[src/rtl/keypad_pkg.sv]
// Shared key codes, pin patterns, FSM/scan-result enums and the keypad key map.
// Optional auto-repeat is selected with KEYPAD_REPEAT_EN (see keypad_debouncer).
package keypad_pkg;

   localparam logic [3:0] KEY_ZERO      = 4'd0;
   localparam logic [3:0] KEY_ONE       = 4'd1;
   localparam logic [3:0] KEY_TWO       = 4'd2;
   localparam logic [3:0] KEY_THREE     = 4'd3;
   localparam logic [3:0] KEY_FOUR      = 4'd4;
   localparam logic [3:0] KEY_FIVE      = 4'd5;
   localparam logic [3:0] KEY_SIX       = 4'd6;
   localparam logic [3:0] KEY_SEVEN     = 4'd7;
   localparam logic [3:0] KEY_EIGHT     = 4'd8;
   localparam logic [3:0] KEY_NINE      = 4'd9;
   localparam logic [3:0] KEY_BACKSPACE = 4'd10;
   localparam logic [3:0] KEY_ENTER     = 4'd11;
   localparam logic [3:0] KEY_PAUSE     = 4'd12;
   localparam logic [3:0] KEY_SWITCH    = 4'd13;
   localparam logic [3:0] KEY_NO_KEY    = 4'd14;
   // Internal marker for C/D, which are decoded as if nothing were pressed.
   localparam logic [3:0] KEY_IGNORED   = 4'd15;

   localparam logic [3:0] COL_1 = 4'b0111;
   localparam logic [3:0] COL_2 = 4'b1011;
   localparam logic [3:0] COL_3 = 4'b1101;
   localparam logic [3:0] COL_4 = 4'b1110;
   localparam logic [3:0] ROW_1 = 4'b0111;
   localparam logic [3:0] ROW_2 = 4'b1011;
   localparam logic [3:0] ROW_3 = 4'b1101;
   localparam logic [3:0] ROW_4 = 4'b1110;

   typedef enum logic [1:0] {ST_IDLE, ST_DEBOUNCE, ST_HELD} kp_state_e;
   typedef enum logic [1:0] {SCAN_EMPTY, SCAN_SINGLE, SCAN_MULTI} scan_kind_e;

   function automatic logic [3:0] key_lookup(input logic [1:0] col, input logic [1:0] row);
      logic [3:0] k;
      case ({col, row})
         4'h0: k = KEY_ONE;    4'h1: k = KEY_FOUR;   4'h2: k = KEY_SEVEN;   4'h3: k = KEY_BACKSPACE;
         4'h4: k = KEY_TWO;    4'h5: k = KEY_FIVE;   4'h6: k = KEY_EIGHT;   4'h7: k = KEY_ZERO;
         4'h8: k = KEY_THREE;  4'h9: k = KEY_SIX;    4'hA: k = KEY_NINE;    4'hB: k = KEY_ENTER;
         4'hC: k = KEY_PAUSE;  4'hD: k = KEY_SWITCH; default: k = KEY_IGNORED;
      endcase
      return k;
   endfunction

endpackage

[src/rtl/keypad_if.sv]
// Key-event bundle from the scanner to the CPU input/IO controller.
interface keypad_if;
   logic       key_valid;
   logic [3:0] key_code;
   logic       key_held;

   modport master (output key_valid, key_code, key_held);
   modport slave  (input  key_valid, key_code, key_held);
endinterface

[src/rtl/keypad_debouncer.sv]
// Per-scan debounce/release FSM producing one-cycle key events.
// KEYPAD_REPEAT_EN adds auto-repeat while a key stays held (never for PAUSE/SWITCH).
module keypad_debouncer
   import keypad_pkg::*;
#(
   parameter int unsigned DEBOUNCE_SCANS = 2,
   parameter int unsigned RELEASE_SCANS  = 1,
   parameter int unsigned REPEAT_SCANS   = 8
) (
   input  logic        clk,
   input  logic        rst,
   input  logic        scan_done,
   input  scan_kind_e  scan_kind,
   input  logic [3:0]  scan_code,
   keypad_if.master    kif
);
   localparam int unsigned DW = $clog2(DEBOUNCE_SCANS + 1);
   localparam int unsigned RW = $clog2(RELEASE_SCANS + 1);
   localparam logic [DW-1:0] DEB_LAST = DW'(DEBOUNCE_SCANS - 1);
   localparam logic [RW-1:0] REL_LAST = RW'(RELEASE_SCANS - 1);

   kp_state_e     state_q, state_d;
   logic [3:0]    cand_q, cand_d;
   logic [3:0]    code_q, code_d;
   logic [DW-1:0] cnt_q, cnt_d;
   logic [RW-1:0] rel_q, rel_d;
   logic          valid_q, valid_d;
`ifdef KEYPAD_REPEAT_EN
   localparam int unsigned PW = $clog2(REPEAT_SCANS + 1);
   localparam logic [PW-1:0] REP_LAST = PW'(REPEAT_SCANS - 1);
   logic [PW-1:0] rep_q, rep_d;
`endif

   always_ff @(posedge clk or posedge rst) begin
      if (rst) begin
         state_q <= ST_IDLE;
         cand_q  <= '0;
         code_q  <= KEY_NO_KEY;
         cnt_q   <= '0;
         rel_q   <= '0;
         valid_q <= 1'b0;
`ifdef KEYPAD_REPEAT_EN
         rep_q   <= '0;
`endif
      end else begin
         state_q <= state_d;
         cand_q  <= cand_d;
         code_q  <= code_d;
         cnt_q   <= cnt_d;
         rel_q   <= rel_d;
         valid_q <= valid_d;
`ifdef KEYPAD_REPEAT_EN
         rep_q   <= rep_d;
`endif
      end
   end

   // Release/repeat counters only live in HELD, so they start from zero on every entry.
   always_comb begin
      state_d = state_q;
      cand_d  = cand_q;
      code_d  = code_q;
      cnt_d   = cnt_q;
      rel_d   = (state_q == ST_HELD) ? rel_q : '0;
      valid_d = 1'b0;
`ifdef KEYPAD_REPEAT_EN
      rep_d   = (state_q == ST_HELD) ? rep_q : '0;
`endif
      if (scan_done) begin
         unique case (state_q)
            ST_IDLE: begin
               if (scan_kind == SCAN_SINGLE) begin
                  cand_d = scan_code;
                  cnt_d  = DW'(1);
                  if (DEBOUNCE_SCANS <= 1) begin
                     state_d = ST_HELD;
                     code_d  = scan_code;
                     valid_d = 1'b1;
                  end else begin
                     state_d = ST_DEBOUNCE;
                  end
               end
            end
            ST_DEBOUNCE: begin
               if (scan_kind == SCAN_SINGLE && scan_code == cand_q) begin
                  if (cnt_q == DEB_LAST) begin
                     state_d = ST_HELD;
                     code_d  = cand_q;
                     valid_d = 1'b1;
                  end else begin
                     cnt_d = cnt_q + 1'b1;
                  end
               end else if (scan_kind == SCAN_SINGLE) begin
                  cand_d = scan_code;
                  cnt_d  = DW'(1);
               end else begin
                  state_d = ST_IDLE;
               end
            end
            ST_HELD: begin
               unique case (scan_kind)
                  SCAN_EMPTY: begin
                     if (rel_q == REL_LAST) state_d = ST_IDLE;
                     else                   rel_d   = rel_q + 1'b1;
                  end
                  SCAN_SINGLE: begin
                     rel_d = '0;
                     if (scan_code != cand_q) begin
                        state_d = ST_DEBOUNCE;
                        cand_d  = scan_code;
                        cnt_d   = DW'(1);
                     end
`ifdef KEYPAD_REPEAT_EN
                     else if (cand_q != KEY_PAUSE && cand_q != KEY_SWITCH) begin
                        if (rep_q == REP_LAST) begin
                           rep_d   = '0;
                           valid_d = 1'b1;
                        end else begin
                           rep_d = rep_q + 1'b1;
                        end
                     end
`endif
                  end
                  default: rel_d = '0;
               endcase
            end
            default: state_d = ST_IDLE;
         endcase
      end
   end

   always_comb begin
      kif.key_valid = valid_q;
      kif.key_code  = code_q;
      kif.key_held  = (state_q == ST_HELD);
   end

endmodule

[src/rtl/keypad_scanner.sv]
// 4x4 keypad column scan, row synchroniser and per-scan decode feeding keypad_debouncer.
// Build with KEYPAD_REPEAT_EN defined to enable auto-repeat of held keys.
module keypad_scanner
   import keypad_pkg::*;
#(
   parameter int unsigned SCAN_CYCLES    = 62500,
   parameter int unsigned DEBOUNCE_SCANS = 2,
   parameter int unsigned RELEASE_SCANS  = 1,
   parameter int unsigned REPEAT_SCANS   = 8
) (
   input  logic       clk,
   input  logic       rst,
   input  logic [3:0] row_in,
   output logic [3:0] col_out,
   keypad_if.master   kif
);
   localparam int unsigned CW = (SCAN_CYCLES > 1) ? $clog2(SCAN_CYCLES) : 1;
   localparam logic [CW-1:0] CYC_LAST = CW'(SCAN_CYCLES - 1);

   logic [3:0]    row_s1_q, row_s1_d, row_s2_q, row_s2_d;
   logic [CW-1:0] cyc_q, cyc_d;
   logic [1:0]    col_q, col_d;
   logic [1:0]    acc_cnt_q, acc_cnt_d;
   logic [3:0]    acc_code_q, acc_code_d;

   logic          sample, scan_done;
   logic [2:0]    col_hits, total;
   logic [3:0]    col_code, key, scan_code;
   scan_kind_e    scan_kind;

   always_ff @(posedge clk or posedge rst) begin
      if (rst) begin
         row_s1_q   <= '1;
         row_s2_q   <= '1;
         cyc_q      <= '0;
         col_q      <= '0;
         acc_cnt_q  <= '0;
         acc_code_q <= '0;
      end else begin
         row_s1_q   <= row_s1_d;
         row_s2_q   <= row_s2_d;
         cyc_q      <= cyc_d;
         col_q      <= col_d;
         acc_cnt_q  <= acc_cnt_d;
         acc_code_q <= acc_code_d;
      end
   end

   // Key count per scan saturates at 2 (MULTI); only the code of a lone key is kept.
   always_comb begin
      row_s1_d = row_in;
      row_s2_d = row_s1_q;
      sample    = (cyc_q == CYC_LAST);
      scan_done = sample && (col_q == 2'd3);
      cyc_d     = sample ? '0 : cyc_q + 1'b1;
      col_d     = sample ? col_q + 2'd1 : col_q;

      col_hits = '0;
      col_code = '0;
      key      = '0;
      for (int unsigned r = 0; r < 4; r++) begin
         if (!row_s2_q[3-r]) begin
            key = key_lookup(col_q, 2'(r));
            if (key != KEY_IGNORED) begin
               col_hits = col_hits + 3'd1;
               col_code = key;
            end
         end
      end
      total     = {1'b0, acc_cnt_q} + col_hits;
      scan_code = (acc_cnt_q != 2'd0) ? acc_code_q : col_code;
      if (total == 3'd0)      scan_kind = SCAN_EMPTY;
      else if (total == 3'd1) scan_kind = SCAN_SINGLE;
      else                    scan_kind = SCAN_MULTI;

      acc_cnt_d  = acc_cnt_q;
      acc_code_d = acc_code_q;
      if (scan_done) begin
         acc_cnt_d  = '0;
         acc_code_d = '0;
      end else if (sample) begin
         acc_cnt_d  = (total >= 3'd2) ? 2'd2 : total[1:0];
         acc_code_d = scan_code;
      end
   end

   always_comb begin
      unique case (col_q)
         2'd0:    col_out = COL_1;
         2'd1:    col_out = COL_2;
         2'd2:    col_out = COL_3;
         default: col_out = COL_4;
      endcase
   end

   keypad_debouncer #(
      .DEBOUNCE_SCANS (DEBOUNCE_SCANS),
      .RELEASE_SCANS  (RELEASE_SCANS),
      .REPEAT_SCANS   (REPEAT_SCANS)
   ) u_debouncer (
      .clk       (clk),
      .rst       (rst),
      .scan_done (scan_done),
      .scan_kind (scan_kind),
      .scan_code (scan_code),
      .kif       (kif)
   );

endmodule

[src/flat_wrapper.sv]
// flat-port wrapper written by rule: the top's interface ports become plain ports
module keypad_scanner_flat import keypad_pkg::*;
#(
   parameter int unsigned SCAN_CYCLES    = 62500,
   parameter int unsigned DEBOUNCE_SCANS = 2,
   parameter int unsigned RELEASE_SCANS  = 1,
   parameter int unsigned REPEAT_SCANS   = 8
)
  (clk, rst, row_in, col_out, kif_key_valid, kif_key_code, kif_key_held);
  keypad_if kif_i ();
  input  logic clk;
  input  logic rst;
  input  logic [3:0] row_in;
  output logic [3:0] col_out;
  output wire logic [$bits(kif_i.key_valid)-1:0] kif_key_valid;
  output wire logic [$bits(kif_i.key_code)-1:0] kif_key_code;
  output wire logic [$bits(kif_i.key_held)-1:0] kif_key_held;
  assign kif_key_valid = kif_i.key_valid;
  assign kif_key_code = kif_i.key_code;
  assign kif_key_held = kif_i.key_held;
  keypad_scanner #(.SCAN_CYCLES(SCAN_CYCLES), .DEBOUNCE_SCANS(DEBOUNCE_SCANS), .RELEASE_SCANS(RELEASE_SCANS), .REPEAT_SCANS(REPEAT_SCANS)) u_core (.clk(clk), .rst(rst), .row_in(row_in), .col_out(col_out), .kif(kif_i));
endmodule
[config.mk]
export PLATFORM = sky130hd
export DESIGN_NAME = keypad_scanner_flat
export DESIGN_NICKNAME = d
export VERILOG_FILES = /design/src/rtl/keypad_pkg.sv /design/src/rtl/keypad_if.sv /design/src/rtl/keypad_debouncer.sv /design/src/rtl/keypad_scanner.sv /design/src/flat_wrapper.sv
export SDC_FILE = /design/constraint.sdc
export NUM_CORES = 1
export LEC_CHECK = 0
export CAP_MARGIN = 20
export CELL_PAD_IN_SITES_DETAIL_PLACEMENT = 0
export CELL_PAD_IN_SITES_GLOBAL_PLACEMENT = 2
export CORE_ASPECT_RATIO = 1.1
export CORE_MARGIN = 5
export CORE_UTILIZATION = 34
export CTS_CLUSTER_SIZE = 10
export DETAILED_ROUTE_END_ITERATION = 8
export PLACE_DENSITY_LB_ADDON = 0.1
export RECOVER_POWER = 50
export SYNTH_ARGS = -nofsm -noshare
export SYNTH_HDL_FRONTEND = slang
export SYNTH_HIERARCHICAL = 1
export SYNTH_SLANG_ARGS = --single-unit
[constraint.sdc]
create_clock -name clk -period 8.6 [get_ports clk]
set_input_delay 1.29 -clock clk [delete_from_list [all_inputs] [get_ports clk]]
set_output_delay 1.29 -clock clk [all_outputs]
set_load 0.01 [all_outputs]
==> metrics.md <==
| Metric | Value |
|---|---|
| Post-synth EDFFs | 0 |
| Sequential area share after synthesis | 0.415 |
| Core area | 8000 um2 |
| P&R area growth vs syn | 11.4% |
| Pwr dens | 132 nW/um2 |
| Die ar. | 10,200 um2 |
| CTS tree | yes |
| Max VDD drop | 69.4 uV |
| Failing checks | capacitance limit, slew limit |
| Post-cts resize count | 0 |
| Multi-input logic area | 1490 um2 |
| DR WL met2 | 2.67 mm |
| FMAX | 195 MHz |
| Final Slew Violations | 33 |
| H-tree depth | 2 |
| Critical path startpoint | u_core/col_q[0]$_DFFE_PP0N_ |
| Initial Util | 0.351 |
| Final Non-Filler Cells | 400 |
| Mapped Nets | 302 |
| Total negative setup slack | 0 ns |
| Commonest cells after routing, fill and taps aside | dfrtp_1 (35), inv_1 (22), nor2_1 (22) |
| Min Tclk post-route | 5.13 ns |
| DR vias/cell | 4.89 |
| Antenna-violating nets left | 0 |
| Post-route cell area | 3130 um2 |
| Final #Nets | 316 |
| Vias in the first global route | 1,957 |
| RSZ-0062 raised after global routing | false |
| TritonCTS Buffers | 5 |
| Setup CP Type | flop to flop |
| Port Buffers | 15 |
| Crit. End Element | flop |
| Post-DP Area | 3030 um2 |
| Routed len/inst | 14.0 um |
| Wirelength, routed | 5.59 mm |
| R2R cell count | 16 |
| Synthesized area | 2810 um2 |
| Synth warnings | 6 |
| Reg-to-Reg Start | u_core/col_q[0]$_DFFE_PP0N_ |
| DRT met1 WL | 2.75 mm |
| Worst EP required | 8.79 ns |
| Worst Hold End | u_core/row_s2_q[2]$_DFF_PP1_ |
| DR WL met3 | 104 um |
| R2r setup slk | 3.47 ns |
| Most used DFF post-synth | dfrtp_1 |
| Clk buf depth | 2 |
| Status | finished, violations left |
| Ys async rst share | 1.00 |
| Post-Synthesis Cells | 277 |
| Detailed-route DRC error count | 0 |
| Setup crit start kind | flop |
| Post-DP HPWL | 4.15 mm |
| Die height | 105 um |
| Fillers | 843 |
| Worst Path Max Fanout | 17 |
| Final Hold Vio Count | 0 |
| 1st-iter DRT viols | 57 |
| Leakage power figure | 0.00131 uW |
| Initial antenna violation count | 0 |
| Post-Place Cells | 392 |
| Via count | 1,957 |
| Top Metal Used | met4 |
| Root Buffer | clkbuf_8 |
| Post-CTS setup buffer count | 0 |
| Clock Skew | 0.00552 ns |
| Yosys cell types | 60 |
| Layout cells sized above 1 | 0.144 |
| # rows | 34 |
| Final Wtd Congestion | 0.759 |
| Congestion Overflow GR | 0 |
| Hold Path Class | flop to flop |
| Hold Buf Count CTS | 0 |
| Clock latency on the worst-skew pair | 0.30 ns |
| Seq cells post-synth | 46 |
| Syn Area/Cell | 10.1 um2 |
| Register area | 1160 um2 |
| CTS Sinks | 46 |
| Worst-path clk slew | 0.08 ns |
| Largest net degree at the start of global routing | 33 |
| Measured slew at the worst slew-check pin | 1.72 ns |
| Total Routing Usage GR | 0.115 |
| Setup Viol. Count Final | 0 |
| Max-capacitance violation count | 1 |
| Final worst-path cycle share | 0.596 |
| Die X | 96.7 um |
| Antenna Cells | 0 |
| Hold Crit Depth | 0 |
| Arr. time, crit path | 5.32 ns |
| R2r endpoint | u_core/u_debouncer/kif.key_code[0]$_DFFE_PP0P_ |
| First-pass GRT wire length | 9.72 mm |
| I/O pin cnt | 16 |
| DRT Pass-1 Iters | 5 |
| Worst relative slew slack | -0.147 |
| Most common cell after layout, fill and taps aside | dfrtp_1 |
| Hold Startpoint | u_core/row_s1_q[2]$_DFF_PP1_ |
[per-layer routing]
metal	GRT usage	up-vias
li1	-	998
met1	0.156	941
met2	0.186	13
met3	0.0231	5
met4	0.0361	0
met5	0	-
[per-stage QoR]
| step | setup WS (ns) | util | hold WS, ns | total power [uW] |
|---|---|---|---|---|
| 2_1_floorplan | 4.23 | - | 0.345 | 249 |
| 3_3_place_gp | 3.57 | 0.379 | 0.347 | 258 |
| 3_5_place_dp | 3.50 | 0.379 | 0.347 | 258 |
| 4_1_cts | 3.46 | 0.392 | 0.361 | 422 |
| 5_1_grt | 3.17 | 0.391 | 0.363 | 433 |
| 6_report | 3.47 | 0.391 | 0.359 | 412 |
[worst max-delay path: stages, from the launching register on]
cell      delay [ns]
dfrtp_1         0.45
ha_1            0.59
o211ai_1        0.24
ha_1            0.33
nor2b_1         0.16
a21o_1          0.18
a32o_1          0.21
ha_1            0.28
mux2i_1         0.09
fa_1            0.54
nand2b_1        0.07
mux2_2          0.31
nor2_1          0.09
nor2b_1         0.53
nand3_1         0.32
nor3_4          0.27
mux2_2          0.36
[synthesized netlist by cell type (all sizes together) (4+ instances only)]
library cell   n  area share
nor2b          6       0.013
dfstp         11        0.10
nand2         20       0.027
ha            18       0.080
nor2          23       0.032
buf            6       0.015
nand3          7       0.012
o21ai         18       0.033
nor3           6       0.020
nand2b         6       0.013
nand4          6       0.021
inv           22       0.029
a21oi         10       0.018
and3           4      0.0094
xnor2         19       0.059
mux2           9       0.036
dfrtp         35        0.31
[power by group]
group | leakage (uW) | internal, uW | total, uW | switching (uW)
clock | 0.0000524 | 87.0 | 159 | 72.1
combinational | 0.000670 | 11.5 | 30.3 | 18.8
sequential | 0.000590 | 220 | 222 | 2.50
[worst max-delay path by stage]
| stage | endpoint | slack, ns | depth (start not counted) |
|---|---|---|---|
| 2_1_floorplan | u_core/u_debouncer/kif.key_code[0]$_DFFE_PP0P_ | 4.23 | 19 |
| 3_3_place_gp | u_core/u_debouncer/kif.key_code[0]$_DFFE_PP0P_ | 3.57 | 16 |
| 3_5_place_dp | u_core/u_debouncer/kif.key_code[0]$_DFFE_PP0P_ | 3.50 | 16 |
| 4_1_cts | u_core/u_debouncer/kif.key_code[0]$_DFFE_PP0P_ | 3.46 | 16 |
| 5_1_grt | u_core/u_debouncer/cnt_q[1]$_DFFE_PP0P_ | 3.17 | 17 |
| 6_report | u_core/u_debouncer/kif.key_code[0]$_DFFE_PP0P_ | 3.47 | 16 |
[area by class of cell]
type | count | area share
Multi-Input combinational cell | 200 | 0.475
Sequential cell | 46 | 0.372
Timing Repair Buffer | 16 | 0.0492
Tap cell | 108 | 0.0432
Inverter | 22 | 0.0264
Clock buffer | 7 | 0.0244
Clock inverter | 1 | 0.00959
[flip-flops by register name (all words and copies together) (netlist names)]
signal / count
u_core/cyc_q: 16
u_core/acc_code_q: 4
u_core/row_s1_q: 4
u_core/row_s2_q: 4
u_core/u_debouncer/cand_q: 4
u_core/u_debouncer/kif.key_code: 4
u_core/acc_cnt_q: 2
u_core/col_q: 2
u_core/u_debouncer/cnt_q: 2
u_core/u_debouncer/state_q: 2
u_core/u_debouncer/kif.key_valid: 1
u_core/u_debouncer/rel_q: 1
[kinds of logic after synthesis]
logic type | count (synthesis) | share of synthesized area
compound gates | 58 | 0.142
fa+ha+maj | 19 | 0.0873
mux | 11 | 0.0432
buf+inv | 31 | 0.0557
simple gates | 92 | 0.195
flops | 46 | 0.415
xor+xnor | 20 | 0.0623
Note: power is estimated with default switching activity, not from simulation.
